$ cat src/rtl/cache_ctrl_pkg.sv
// cache_ctrl_pkg: shared definitions for the cache miss controller.
//   - state_t         : controller FSM encoding
//   - OFFSET_W/INDEX_W: byte-offset and set-index widths of the 2-way, 8-set, 32-byte-line cache
//   - LINE_ALIGN_MASK : clears the byte offset to form a line address (truncate to ADDR_W)
package cache_ctrl_pkg;

    localparam int unsigned OFFSET_W = 5;
    localparam int unsigned INDEX_W  = 3;

    localparam logic [63:0] LINE_ALIGN_MASK = ~((64'd1 << OFFSET_W) - 64'd1);

    typedef enum logic [2:0] {
        IDLE     = 3'd0,
        LOOKUP   = 3'd1,
        MISS_REQ = 3'd2,
        FILL     = 3'd3,
        REPLAY   = 3'd4,
        WT_REQ   = 3'd5
    } state_t;

endpackage

$ cat src/rtl/sat_counter.sv
// sat_counter: up-counter that sticks at all-ones; cleared only by reset.
//   clk   : clock
//   reset : asynchronous active-high reset
//   inc   : count enable for this cycle
//   count : current count
module sat_counter #(
    parameter int unsigned W = 16
) (
    input  logic         clk,
    input  logic         reset,
    input  logic         inc,
    output logic [W-1:0] count
);

    logic [W-1:0] r_count;

    // Saturating increment
    always_ff @(posedge clk or posedge reset) begin
        if (reset) begin
            r_count <= '0;
        end else if (inc && (r_count != {W{1'b1}})) begin
            r_count <= r_count + W'(1);
        end
    end

    assign count = r_count;

endmodule

$ cat src/rtl/cache_miss_controller.sv
// cache_miss_controller: sequences a byte cache for one CPU requester.
// Read misses fetch a line from memory, fill the cache and replay the lookup;
// all writes go through to memory, write hits also update the cached byte.
//   CPU side   : cpu_req/cpu_we/cpu_addr/cpu_wdata in; cpu_stall/cpu_done/cpu_rdata/cpu_err out
//   Cache side : cache_addr, cache_byte_we, cache_wbyte, cache_fill, cache_fill_line out;
//                cache_hit, cache_data in (combinational for cache_addr)
//   Memory side: mem_req/mem_we/mem_addr/mem_wdata out; mem_ready/mem_rdata in
//   Statistics : hit_cnt, miss_cnt (saturating)
module cache_miss_controller
    import cache_ctrl_pkg::*;
#(
    parameter int unsigned ADDR_W  = 32,
    parameter int unsigned LINE_W  = 256,
    parameter int unsigned TIMEOUT = 255,
    parameter int unsigned CNT_W   = 16
) (
    input  logic              clk,
    input  logic              reset,
    input  logic              cpu_req,
    input  logic              cpu_we,
    input  logic [ADDR_W-1:0] cpu_addr,
    input  logic [7:0]        cpu_wdata,
    output logic              cpu_stall,
    output logic              cpu_done,
    output logic [7:0]        cpu_rdata,
    output logic              cpu_err,
    output logic [ADDR_W-1:0] cache_addr,
    input  logic              cache_hit,
    input  logic [7:0]        cache_data,
    output logic              cache_byte_we,
    output logic [7:0]        cache_wbyte,
    output logic              cache_fill,
    output logic [LINE_W-1:0] cache_fill_line,
    output logic              mem_req,
    output logic              mem_we,
    output logic [ADDR_W-1:0] mem_addr,
    output logic [7:0]        mem_wdata,
    input  logic              mem_ready,
    input  logic [LINE_W-1:0] mem_rdata,
    output logic [CNT_W-1:0]  hit_cnt,
    output logic [CNT_W-1:0]  miss_cnt
);

    localparam int unsigned WAIT_W = (TIMEOUT < 2) ? 1 : $clog2(TIMEOUT + 1);
    localparam bit          TMO_EN = (TIMEOUT != 0);

    state_t              r_state;
    state_t              w_next;

    logic [ADDR_W-1:0]   r_addr;
    logic                r_we;
    logic [7:0]          r_wdata;
    logic [LINE_W-1:0]   r_line;
    logic [WAIT_W-1:0]   r_wait;
    logic                r_done;
    logic                r_err;
    logic                r_stall;
    logic [7:0]          r_rdata;

    logic                w_accept;
    logic                w_rdata_ld;
    logic                w_line_ld;
    logic                w_done_d;
    logic                w_err_d;
    logic                w_wait_clr;
    logic                w_hit_inc;
    logic                w_miss_inc;
    logic                w_expire;
    logic                w_mem_busy;

    // Expiry is decided in the cycle the wait count would reach TIMEOUT; a
    // mem_ready in that same cycle still completes the transfer.
    assign w_expire   = TMO_EN && !mem_ready && (r_wait == WAIT_W'(TIMEOUT - 1));
    assign w_mem_busy = (r_state == MISS_REQ) || (r_state == WT_REQ);

    // State register
    always_ff @(posedge clk or posedge reset) begin
        if (reset) begin
            r_state <= IDLE;
        end else begin
            r_state <= w_next;
        end
    end

    // Next-state and per-cycle control decode
    always_comb begin
        w_next     = r_state;
        w_accept   = 1'b0;
        w_rdata_ld = 1'b0;
        w_line_ld  = 1'b0;
        w_done_d   = 1'b0;
        w_err_d    = 1'b0;
        w_wait_clr = 1'b0;
        w_hit_inc  = 1'b0;
        w_miss_inc = 1'b0;

        case (r_state)
            IDLE: begin
                if (cpu_req) begin
                    w_accept = 1'b1;
                    w_next   = LOOKUP;
                end
            end
            LOOKUP: begin
                // Every exit to a memory state passes through here
                w_wait_clr = 1'b1;
                if (cache_hit) begin
                    w_hit_inc = 1'b1;
                    if (r_we) begin
                        w_next = WT_REQ;
                    end else begin
                        w_rdata_ld = 1'b1;
                        w_done_d   = 1'b1;
                        w_next     = IDLE;
                    end
                end else begin
                    w_miss_inc = 1'b1;
                    w_next     = r_we ? WT_REQ : MISS_REQ;
                end
            end
            MISS_REQ: begin
                if (mem_ready) begin
                    w_line_ld = 1'b1;
                    w_next    = FILL;
                end else if (w_expire) begin
                    w_done_d = 1'b1;
                    w_err_d  = 1'b1;
                    w_next   = IDLE;
                end
            end
            FILL: begin
                w_next = REPLAY;
            end
            REPLAY: begin
                w_done_d = 1'b1;
                if (cache_hit) begin
                    w_rdata_ld = 1'b1;
                end else begin
                    w_err_d = 1'b1;
                end
                w_next = IDLE;
            end
            WT_REQ: begin
                if (mem_ready) begin
                    w_done_d = 1'b1;
                    w_next   = IDLE;
                end else if (w_expire) begin
                    w_done_d = 1'b1;
                    w_err_d  = 1'b1;
                    w_next   = IDLE;
                end
            end
            default: begin
                w_next = IDLE;
            end
        endcase
    end

    // Request latches, fill buffer, wait counter and registered CPU outputs
    always_ff @(posedge clk or posedge reset) begin
        if (reset) begin
            r_addr  <= '0;
            r_we    <= 1'b0;
            r_wdata <= '0;
            r_line  <= '0;
            r_wait  <= '0;
            r_done  <= 1'b0;
            r_err   <= 1'b0;
            r_stall <= 1'b0;
            r_rdata <= '0;
        end else begin
            if (w_accept) begin
                r_addr  <= cpu_addr;
                r_we    <= cpu_we;
                r_wdata <= cpu_wdata;
            end
            if (w_line_ld) begin
                r_line <= mem_rdata;
            end
            if (w_rdata_ld) begin
                r_rdata <= cache_data;
            end
            r_done <= w_done_d;
            r_err  <= w_err_d;
            // Stall drops the cycle after done unless a new request is taken then
            if (w_accept) begin
                r_stall <= 1'b1;
            end else if (r_done) begin
                r_stall <= 1'b0;
            end
            if (w_wait_clr) begin
                r_wait <= '0;
            end else if (w_mem_busy && !mem_ready && (r_wait != {WAIT_W{1'b1}})) begin
                r_wait <= r_wait + WAIT_W'(1);
            end
        end
    end

    sat_counter #(.W(CNT_W)) u_hit_cnt (
        .clk   (clk),
        .reset (reset),
        .inc   (w_hit_inc),
        .count (hit_cnt)
    );

    sat_counter #(.W(CNT_W)) u_miss_cnt (
        .clk   (clk),
        .reset (reset),
        .inc   (w_miss_inc),
        .count (miss_cnt)
    );

    // Cache and memory strobes decode from the state register only, so a
    // reset clears them without waiting for a clock edge.
    assign cache_addr      = (r_state == IDLE) ? cpu_addr : r_addr;
    assign cache_byte_we   = (r_state == LOOKUP) && r_we && cache_hit;
    assign cache_wbyte     = r_wdata;
    assign cache_fill      = (r_state == FILL);
    assign cache_fill_line = r_line;

    assign mem_req   = w_mem_busy;
    assign mem_we    = (r_state == WT_REQ);
    assign mem_addr  = (r_state == WT_REQ) ? r_addr : (r_addr & ADDR_W'(LINE_ALIGN_MASK));
    assign mem_wdata = r_wdata;

    assign cpu_stall = r_stall;
    assign cpu_done  = r_done;
    assign cpu_err   = r_err;
    assign cpu_rdata = r_rdata;

endmodule

$ cat config.mk
export PLATFORM = sky130hd
export DESIGN_NAME = cache_miss_controller
export DESIGN_NICKNAME = d
export VERILOG_FILES = /design/src/rtl/cache_ctrl_pkg.sv /design/src/rtl/sat_counter.sv /design/src/rtl/cache_miss_controller.sv
export SDC_FILE = /design/constraint.sdc
export NUM_CORES = 1
export LEC_CHECK = 0
export ABC_CLOCK_PERIOD_IN_PS = 19270
export CORE_AREA = 4 4 268 270
export CTS_CLUSTER_DIAMETER = 200
export DETAILED_ROUTE_END_ITERATION = 16
export DIE_AREA = 0 0 272 274
export DONT_BUFFER_PORTS = 1
export HOLD_SLACK_MARGIN = 0.03
export PLACE_DENSITY = 0.4
export SYNTH_ARGS = -nofsm -noshare
export SYNTH_HDL_FRONTEND = slang
export SYNTH_SLANG_ARGS = --single-unit
$ cat constraint.sdc
create_clock -name clk -period 19.27 [get_ports clk]
set_input_delay 1.927 -clock clk [delete_from_list [all_inputs] [get_ports clk]]
set_output_delay 1.927 -clock clk [all_outputs]
set_load 0.02 [all_outputs]
# After elaboration in Yosys (flattened, before gate mapping)
# Cells that the tools add are included.
op_classes:
  n_eq_ne: 10
  muxes: 31
  add_sub_neg: 3
  reduce_logical: 13
ops:
  columns: ["operator", "n"]
  rows:
  - ["adder 16 x 1 -> 16 bit (second input constant)", 2]
  - ["two-way mux 32 bit", 1]
  - ["inequality test 16 bit (second input constant)", 2]
  - ["two-way mux 3 bit", 7]
  - ["two-way mux 1 bit", 16]
  - ["two-way mux 8 bit", 2]
  - ["case mux 3 bit (5 select lines)", 1]
  - ["adder 8 x 1 -> 8 bit (second input constant)", 1]
  - ["equality test 8 bit (second input constant)", 1]
  - ["inequality test 8 bit (second input constant)", 1]
  - ["logical AND 1 bit", 7]
  - ["equality test 3 x 2 -> 1 bit (second input constant)", 2]
  - ["equality test 3 bit (second input constant)", 2]
  - ["two-way mux 5 bit", 1]
  - ["case mux 1 bit (2 select lines)", 2]
  - ["case mux 1 bit (4 select lines)", 1]
  - ["nonzero test 2 bit", 2]
  - ["equality test 3 x 1 -> 1 bit (second input constant)", 1]
  - ["logical NOT 3 bit", 1]
  - ["inequality test 2 bit (second input constant)", 1]
  - ["OR reduction 2 bit", 1]
  - ["logical NOT 1 bit", 1]
  - ["logical OR 1 bit", 1]
totals:
  ff_bits: 351
  input_bits: 310
  elab_cells: 69
  output_inout_bits: 383

# Depth between registers and ports, before layout
# Gate-level depths: netlist (run 1).
depth:
  word_depth: 6
  mapped_depth: 7
  mapped_depth_nobuf: 5

# Cells and area by module
# Synthesis (run 1) repeated with hierarchy kept, for this count alone.
unflattened:
  cells_unflattened: 961
  area_unflattened_um2: 14445.1
modules_own_cells:
  columns: ["module", "cells_per_inst", "seq_area_each_um2", "n_inst", "area_each_um2"]
  rows:
  - ["cache_miss_controller", 819, 7982.7, 1, 12833.6]
  - ["sat_counter", 71, 400.4, 2, 805.8]

# Least setup slack after synthesis (run 1)
# No wires, ideal clock.
synth_timing:
  kind: "input to output"
  startpoint: "in cpu_addr[0]"
  endpoint: "out cache_addr[0]"
  cell_stages: 1
  required_ns: 17.343
  path_buffers: 0
  arrival_ns: 2.232
  path_slack_ns: 15.111
  cell_sequence: "mux2_2"
synth_between:
  elab_chain_cells: 1
synth_rtl:
  columns: ["item", "line_no", "text"]
  rows:
  - ["start: declaration", "cache_miss_controller.sv:21", "input logic [ADDR_W-1:0] cpu_addr,"]
  - ["two-way mux 32 bit", "cache_miss_controller.sv:215", "assign cache_addr = (r_state == IDLE) ? cpu_addr : r_addr;"]
  - ["end: declaration", "cache_miss_controller.sv:27", "output logic [ADDR_W-1:0] cache_addr,"]
# Every way passes these cells.

# Final worst setup path (run 1)
layout_timing:
  startpoint: "reg r_state[0]"
  endpoint: "out cache_addr[0]"
layout_between:
  elab_chain_cells: 2
layout_rtl:
  columns: ["item", "line_no", "text"]
  rows:
  - ["start: declaration", "cache_miss_controller.sv:47", "state_t r_state;"]
  - ["start signal: assignment", "cache_miss_controller.sv:81", "r_state <= w_next;"]
  - ["logical NOT 3 bit", "cache_miss_controller.sv:215", null]
  - ["two-way mux 32 bit", "cache_miss_controller.sv:215", null]
# Every way passes these cells.

==> impl_results.md, run 1 <==
- Core Area: about 70000 um^2
- Hold buffer count at CTS: 0
- Required time of the critical path: around 17 ns
- Critical path cell sequence: nor3_2 -> buf_4 -> mux2_2
- Setup TNS after final layout: 0 ns
- Synthesized area per cell: 14.9 um^2
- Final setup vio count: 0
- Final Core Density: between 20% and 30%
- CP peak stage delay: ~0.70 ns
- HP Start: r_wait[4]$_DFFE_PP0P_
- Cell depth of the worst hold path: 1
- Die Wd: between 200 and 300 um
- Final Critical Period: 4.51 ns
- Design Area, Final: 16600 um^2
- Grt ovf: 0
- CP bufs+invs: 1
- R2R Path Start: r_state[0]$_DFFE_PP0P_
- Row count: 97
- Placed instance count: 1832
- RR Endpoint: cache_fill_line[195]$_DFFE_PP0P_
- Leading cell type in the layout, fill and taps excluded: dfrtp_1
- #FFs+latches synth: 351
- Crit-path slowest cell: dfrtp_1
- Crit. path cell count: 3
- DR iter-0 viols: around 220
- Flip-flop and latch area: 8780 um^2
- Final period utilization: a little under a quarter
- Syn Inst Count: just under 1000
- Most frequent cells in the layout: 351 x dfrtp_1, 336 x mux2_2, 43 x clkbuf_16
- Crit Path Class: flip-flop to primary output
- CTS Root Cell: clkbuf_16
- CTS Buffer Depth: 3
- Achievable Freq: 0.221 GHz
- Hold Path End: r_wait[4]$_DFFE_PP0P_
- Worst setup margin: roughly 15 ns
- EDFF count, synth: 0
- Fill cell count: between 7000 and 8000
- Buffers on Ports: 0
- Slew Limit Fails: 0
- Worst-Skew Late Latency: 0.55 ns
- Most used DFF post-synth: dfrtp_1
- Crit end category: primary output
- Post-DR wirelength/cell: around 23 um
- Library cells used by synthesis: 54
- Arr. time, crit path: ~2.6 ns
- Pwr/cell area: around 200 nW/um^2
- Fraction of layout cells with a size suffix above 1: between 40 and 50%
- MaxCap Viol Count: 0
- Final WL: ~43000 um
- Num ports: 693
- FF-to-FF setup slack: between 15 and 20 ns
- Clock transition at path regs: about 0.060 ns
- Avg Vias per Cell: about 4.1
- Non-filler cells, final: 1907
- Cell Area, Placed: 15200 um^2
- Worst Setup Start Kind: flip-flop
- GR Util All Layers: a little over a tenth
- Vias: between 7000 and 8000
- Hold Vio Cnt, Final: 0
- Htree depth: 2
- Family with the most delay on the worst path: flip-flops
- CTS tree: built
- Pleak: just under 7 nW
- Starting Density: between 20 and 25%
- Maximum vdd drop: a little over 0.09 mV
- CP max FO: 33
- CTS buffer count: 41
- Fraction of registers with async set/reset: 100%
- CTS resizes: 0
- Pre-CTS setup slack: around 14 ns
- Multi-input logic area: 5090 um^2
- Vias in the first global route: 8737
- Register area share after synthesis: about three fifths
- Area grow syn2layout: 15.4%
- Critical Path Source: r_state[0]$_DFFE_PP0P_
- Synth Cell Area: ~14000 um^2
- Status: finished clean
- Die height: roughly 270 um
- Slew margin rel.: between 30% and 40%
- Hold crit path type: flip-flop to flip-flop
- Post-DP HPWL: 32400 um
- Unrepaired setup endpoints after global routing: false
- GP Congestion: 0.731
- Die area: 74500 um^2
- Post-layout nets: 1249
- DR DRC count: 0
- Initial antenna violation count: 13
- Post-route ant nets: 0
- R2R cell count: 5
- First-pass GRT wire length: 61200 um
- Largest net degree at the start of global routing: approximately 140
- Synth warnings: 0
- Worst-Margin Slew: 0.984 ns
- Post-CTS repair timing setup buffer count: 0
- Clock Skew: 0.0195 ns
- Syn_nets: roughly 1300
- # clock sinks: 351
- First-pass iteration count of the detailed router: 4
layer usage:
metal	vias up	wire (um)	GRT usage [%]
met4	4	1090	3.46
met1	3941	13900	10.7
met2	463	22800	19.9
met3	75	5230	5.57
met5	-	34	0
li1	3365	-	-
metrics by stage:
| stage | power (mW) | hold slack [ns] |
|---|---|---|
| 2_1_floorplan | 2.37 | 0.458 |
| 4_1_cts | 3.43 | 0.503 |
| 3_5_place_dp | 2.60 | 0.495 |
| 3_3_place_gp | 2.59 | 0.489 |
| 6_report | 3.35 | 0.499 |
| 5_1_grt | 3.53 | 0.541 |
sequential cells by signal, indices dropped and copies added (netlist names):
signal / flops
cpu_done: 1
r_addr: 32
u_hit_cnt.count: 16
r_we: 1
r_state: 3
cache_fill_line: 256
cache_wbyte: 8
u_miss_cnt.count: 16
cpu_err: 1
cpu_rdata: 8
cpu_stall: 1
r_wait: 8
worst max path at each step:
| stage | to | slack (ns) |
|---|---|---|
| floorplan | cache_fill_line[0]$_DFFE_PP0P_ | 7.61 |
| global placement | cache_fill_line[252]$_DFFE_PP0P_ | 14.46 |
| detailed placement | cache_fill_line[195]$_DFFE_PP0P_ | 14.43 |
| CTS | mem_addr[3] | 14.42 |
| global route | mem_addr[3] | 14.35 |
| finish | cache_addr[0] | 14.76 |
power breakdown:
group | switching [mW] | total [mW] | internal, mW
Sequential | 0.739 | 1.81 | 1.07
Combinational | 0.339 | 0.739 | 0.400
Clock | 0.311 | 0.801 | 0.490
Total | 1.39 | 3.35 | 1.96
cells by family after synthesis:
| logic type | synth area share [%] |
|---|---|
| AO/OA/AOI/OAI | 1.63 |
| XOR/XNOR | 1.52 |
| adder cells (fa/ha/maj) | 0.348 |
| buffers and inverters | 3.50 |
| flip-flops | 61.1 |
| multiplexers | 26.8 |
| AND/OR/NAND/NOR | 5.08 |
cell usage after synthesis, types with 2 or more instances:
cell,number,area (um^2)
nor2b_1,2,12.5
nand2b_1,3,18.8
nor2_1,14,52.6
or3b_1,2,17.5
nor4_1,4,25.0
nor4_2,2,25.0
a31oi_1,4,25.0
inv_1,7,26.3
nor3b_2,2,25.0
and2_1,4,25.0
nor3b_1,3,22.5
and3_1,15,93.8
dfrtp_1,351,8780
mux2_2,336,3780
a211oi_1,2,15.0
xnor2_1,8,70.1
and4b_1,3,30.0
nor4bb_1,2,20.0
buf_4,35,263
xor2_1,17,149
o21ai_0,2,10.0
nor3_1,13,65.1
ha_1,4,50.1
o31ai_1,2,15.0
nand2_1,14,52.6
a21oi_1,11,55.1
mux2_1,4,45.0
a21o_1,3,22.5
mux2i_1,2,20.0
clkbuf_1,12,45.0
nand4_1,14,87.6
buf_2,33,165
nand3_1,13,65.1
area by class of cell:
type                    count  share of cell area (%)
flip-flops and latches    351                    53.0
repair buffers              9                   0.483
multi-input cells         525                    30.7
clock inverters            10                   0.694
diodes                      3                  0.0453
clock buffers              62                    7.82
well taps                 940                    7.09
inverters                   7                   0.204
(Power assumes the default switching activity.)
==> run 2: changes to the inputs <==
Settings changed: ABC_CLOCK_PERIOD_IN_PS 19270 to 4600.
Clock period 19.27 ns to 4.6 ns, I/O delays scaled along.
==> impl_results.md, run 2 (synthesis gave the netlist of run 1 again) <==
- Hold Path End: r_addr[26]$_DFFE_PP0P_
- Pwr/cell area: around 730 nW/um^2
- Number of flip-flops in the largest register: 256
- Slew Limit Fails: 0
- Hold Vio Cnt, Final: 0
- Achievable Freq: roughly 0.35 GHz
- Clock power frac: approximately a quarter
- Post-DR wirelength/cell: between 20 and 25 um
- CP max FO: 32
- Most frequent cells in the layout: 351 x dfrtp_1, 336 x mux2_2, 306 x dlygate4sd3_1
- Cell Area, Placed: 15200 um^2
- Area grow syn2layout: 37.0%
- Die Wd: between 200 and 300 um
- CTS resizes: 0
- Grt ovf: 0
- Status: finished clean
- Fill cell count: between 7000 and 8000
- Crit Path Class: flip-flop to primary output
- Final WL: 44700 um
- DR iter-0 viols: about 220
- R2R Path Start: r_state[0]$_DFFE_PP0P_
- GP Congestion: 0.736
- CTS buffer count: 43
- # clock sinks: approximately 350
- P_sw: 5.93 mW
- Initial antenna violation count: 1
- Avg Vias per Cell: approximately 4.1
- Pre-CTS setup slack: 2.04 ns
- Fraction of layout cells with a size suffix above 1: roughly a third
- Starting Density: about a fifth
- First-pass GRT wire length: around 65000 um
- Clock Skew: around 0.027 ns
- CTS Buffer Depth: 3
- Comb pwr share: between 20% and 30%
- Cell depth of the worst hold path: 1
- Internal Power: 8.36 mW
- Num ports: ~690
- Worst Setup Start Kind: flip-flop
- CTS Root Cell: clkbuf_16
- Required time of the critical path: 4.14 ns
- Worst-Margin Slew: approximately 1.4 ns
- Clock transition at path regs: 0.07 ns
- Core Area: ~70000 um^2
- Row count: 97
- Arr. time, crit path: approximately 2.4 ns
- MaxCap Viol Count: 0
- Vias in the first global route: around 10000
- Worst setup margin: around 1.7 ns
- Maximum vdd drop: 0.317 mV
- CTS tree: built
- Crit end category: primary output
- Vias: 8975
- Unrepaired setup endpoints after global routing: false
- RR Endpoint: cache_fill_line[193]$_DFFE_PP0P_
- Pleak: just over 8 nW
- CP peak stage delay: 0.57 ns
- HP Start: cpu_addr[26]
- Post-layout nets: approximately 1600
- Crit-path slowest cell: dfrtp_1
- Post-route ant nets: 0
- Reg power frac: approximately 53%
- Die area: 74500 um^2
- Hold crit path type: input pin to flip-flop
- Switch share: 41.5%
- Post-DP HPWL: ~32000 um
- Design Area, Final: around 20000 um^2
- Worst-Skew Late Latency: between 0.5 and 0.6 ns
- Die height: 274 um
- First-pass iteration count of the detailed router: 4
- Final Critical Period: ~2.9 ns
- Largest net degree at the start of global routing: 173
- Htree depth: 2
- Buffers on Ports: 0
- FF-to-FF setup slack: 1.91 ns
- Diode count: 0
- R2R cell count: 4
- GR Util All Layers: a little under an eighth
- DR DRC count: 0
- Final period utilization: 62.5%
- Critical path cell sequence: nor3_2 -> buf_4 -> mux2_2
- Final setup vio count: 0
- Leading cell type in the layout, fill and taps excluded: dfrtp_1
- Slew margin rel.: 6.05%
[run 2: layout make-up]
| class | instances | area, um^2 | area share [%] |
|---|---|---|---|
| Clock inverter | 17 | 178 | 0.903 |
| Multi-Input combinational cell | 525 | 5090 | 25.9 |
| Timing Repair Buffer | 317 | 3200 | 16.2 |
| Clock buffer | 59 | 1230 | 6.24 |
| Tap cell | 940 | 1180 | 5.98 |
| Sequential cell | 351 | 8780 | 44.6 |
| Inverter | 7 | 30.0 | 0.153 |
[run 2: through the flow]
stage / utilization (%) / instances / total power, mW / TNS [ns] / hold WS [ns]
floorplan: - / 964 / 9.95 / -196.70 / 0.458
global placement: 21.9 / 1834 / 10.8 / 0 / 0.489
detailed placement: 21.9 / 1834 / 10.9 / 0 / 0.494
CTS: 28.3 / 2216 / 14.6 / 0 / 0.0301
global route: 28.3 / 2216 / 15.1 / 0 / 0.0390
finish: 28.3 / 2216 / 14.3 / 0 / 0.0814
[run 2: power by group through the flow]
stage | Combinational [mW] | Sequential, mW | Clock, mW
floorplan | 3.14 | 6.80 | 0
detailed placement | 3.21 | 7.66 | 0
CTS | 3.42 | 7.63 | 3.50
finish | 3.37 | 7.57 | 3.35
global placement | 3.11 | 7.71 | 0
global route | 3.69 | 7.77 | 3.63
[run 2: layer usage]
metal	global-route usage (%)	vias to the layer above	share of wire, %	wire length, um
li1	-	3978	-	-
met4	3.83	0	3.0	1360
met2	19.8	454	50	22400
met3	5.18	88	11	4950
met1	12.1	4455	36	16000
met5	0	-	0	0
[run 2: worst max path at each step]
stage / from / endpoint / slack, ns / depth (start not counted)
5_1_grt: r_state[0]$_DFFE_PP0P_ / cache_addr[2] / 1.53 / 3
3_3_place_gp: r_state[0]$_DFFE_PP0P_ / r_addr[29]$_DFFE_PP0P_ / 2.10 / 4
2_1_floorplan: reset / cache_fill_line[0]$_DFFE_PP0P_ / -0.56 / 1
3_5_place_dp: r_state[0]$_DFFE_PP0P_ / r_addr[28]$_DFFE_PP0P_ / 2.04 / 4
6_report: r_state[0]$_DFFE_PP0P_ / cache_addr[2] / 1.72 / 3
4_1_cts: r_state[0]$_DFFE_PP0P_ / cache_addr[2] / 1.59 / 3
[run 2: worst max-delay path: cells and delay by family, from the launching register on]
kind,cells,cell delay (ns)
buffers and inverters,1,0.49
muxes,1,0.52
and+or+nand+nor,1,0.25
DFF,1,0.57
[run 2: what timing repair did]
action / 4_1_cts / 5_1_grt
hold buffers: 306 / 0
setup buffers: 0 / 0
hold endpoints to repair: 325 / 0
==> run 3: changes to the inputs <==
Settings changed: ABC_CLOCK_PERIOD_IN_PS 4600 to 2400, PLACE_DENSITY 0.4 to 0.41.
Clock period 4.6 ns to 2.4 ns, I/O delays scaled along.
==> impl_results.md, run 3 (synthesis gave the netlist of run 1 again) <==
- Fill cell count: 6965
- # clock sinks: 351
- Buffers on Ports: 0
- HP Start: cache_hit
- Htree depth: 2
- Clock transition at path regs: ~0.060 ns
- MaxCap Viol Count: 0
- Post-layout nets: between 1500 and 2000
- Achievable Freq: 0.437 GHz
- Die Wd: ~270 um
- Core Area: 69500 um^2
- Post-DR wirelength/cell: approximately 20 um
- Starting Density: 20.7%
- Largest net degree at the start of global routing: 120
- Maximum vdd drop: 0.749 mV
- Final WL: 45700 um
- Pwr/cell area: 1410 nW/um^2
- Placed instance count: about 1900
- GP Congestion: 0.741
- Slew Limit Fails: 0
- Non-filler cells, final: roughly 2300
- GR Util All Layers: 11.2%
- Crit Path Class: flip-flop to primary output
- Worst-Skew Late Latency: between 0.5 and 0.6 ns
- Avg Vias per Cell: approximately 4
- Hold crit path type: input pin to flip-flop
- Pleak: 8.74 nW
- Post-DP HPWL: roughly 32000 um
- Arr. time, crit path: 2.05 ns
- Required time of the critical path: about 2.2 ns
- DR iter-0 viols: 293
- Most frequent cells in the layout: 351 x dfrtp_1, 309 x dlygate4sd3_1, 304 x mux2_2
- Die area: 74500 um^2
- Final setup vio count: 0
- Worst Setup Start Kind: flip-flop
- Worst-Margin Slew: 0.739 ns
- Crit end category: primary output
- Final period utilization: 95.3%
- Row count: 97
- Slew margin rel.: between 50% and 60%
- CTS Root Cell: clkbuf_16
- Initial antenna violation count: 3
- Vias in the first global route: just over 10000
- Final Core Density: between 20% and 30%
- Clock Skew: approximately 0.016 ns
- Die height: 274 um
- Leading cell type in the layout, fill and taps excluded: dfrtp_1
- Status: finished clean
- Final Critical Period: 2.29 ns
- Hold Vio Cnt, Final: 0
- Unrepaired setup endpoints after global routing: true
- Critical Path Source: r_state[1]$_DFFE_PP0P_
- First-pass GRT wire length: 64900 um
- Num ports: 693
- Number of flip-flops in the largest register: ~260
- Vias: approximately 9300
- First-pass iteration count of the detailed router: 4
- Grt ovf: 0
- CP max FO: 11
- Area grow syn2layout: 42.8%
- CTS buffer count: 43
- Worst Hold Slack: between 0.1 and 0.15 ns
- CTS tree: built
- Post-route ant nets: 0
- DR DRC count: 0
- Fraction of layout cells with a size suffix above 1: 36.6%
- CTS Buffer Depth: 3
- R2R Path Start: r_state[1]$_DFFE_PP0P_
## run 3: cell count changes in the layout (fill, tap and decap cells not counted), sizes merged
cell         change
buf             +57
diode            +1
dlygate4sd3      +3
clkinvlp         -1
clkinv           +3
bufinv           +2
## run 3: repair_timing
action	CTS	global route
hold buffers	309	0
hold endpoints to repair	506	0
setup buffers	2	3
gates cloned	0	3
pin swaps	0	1
resized for setup	3	38
endpoints found under the setup margin	23	33
## run 3: critical path, stage by stage, from the launching register on
cell       delay (ns)
dfrtp_1          0.40
buf_6            0.16
nor3_4           0.18
buf_8            0.18
clkbuf_16        0.19
mux2_4           0.35
## run 3: power breakdown
group          total, mW  leakage (nW)  internal (mW)  switching (mW)
Sequential          14.3          4.31           8.62            5.71
Clock               6.66         0.727           4.03            2.63
Combinational       7.89          3.71           4.47            3.42
Total               28.9          8.74           17.1            11.8
## run 3: cell type report
cell class                      count  area (um^2)  share of cell area (%)
Inverter                            7         30.0                   0.146
Sequential cell                   351         8780                    42.8
Tap cell                          940         1180                    5.73
Clock inverter                     21          244                    1.19
Multi-Input combinational cell    525         5220                    25.5
Clock buffer                       57         1220                    5.95
Antenna cell                        1         2.50                  0.0122
Timing Repair Buffer              379         3840                    18.7
## run 3: metal layers
metal / global-route usage, % / part of all wire [%] / wire [um]
met5: 0 / 0 / 0
met4: 3.37 / 2.3 / 1050
met3: 4.89 / 10 / 4800
met2: 20.4 / 51 / 23500
met1: 11.8 / 36 / 16400
## run 3: metrics by stage
step	area (um^2)	power (mW)	setup slack [ns]	TNS (ns)
finish	20500	28.9	0.112	0
global route	20500	30.4	-0.0266	-0.252
CTS	20300	28.6	-0.0521	-0.977
detailed placement	15700	21.2	0.293	0
global placement	15700	21.1	0.318	0
floorplan	14400	19.1	-2.54	-891.68
## run 3: path summary, 6_finish.rpt
path,to,slack (ns),depth (start not counted)
setup / recovery,cache_addr[3],0.11,5
hold / removal,u_hit_cnt.count[11]$_DFFE_PP0P_,0.10,4
setup reg to reg,cache_fill_line[23]$_DFFE_PP0P_,0.28,6
hold reg to reg,r_wait[4]$_DFFE_PP0P_,0.50,1
max in group asynchronous,cache_fill_line[3]$_DFFE_PP0P_,1.31,3
min in group asynchronous,r_addr[26]$_DFFE_PP0P_,0.13,2
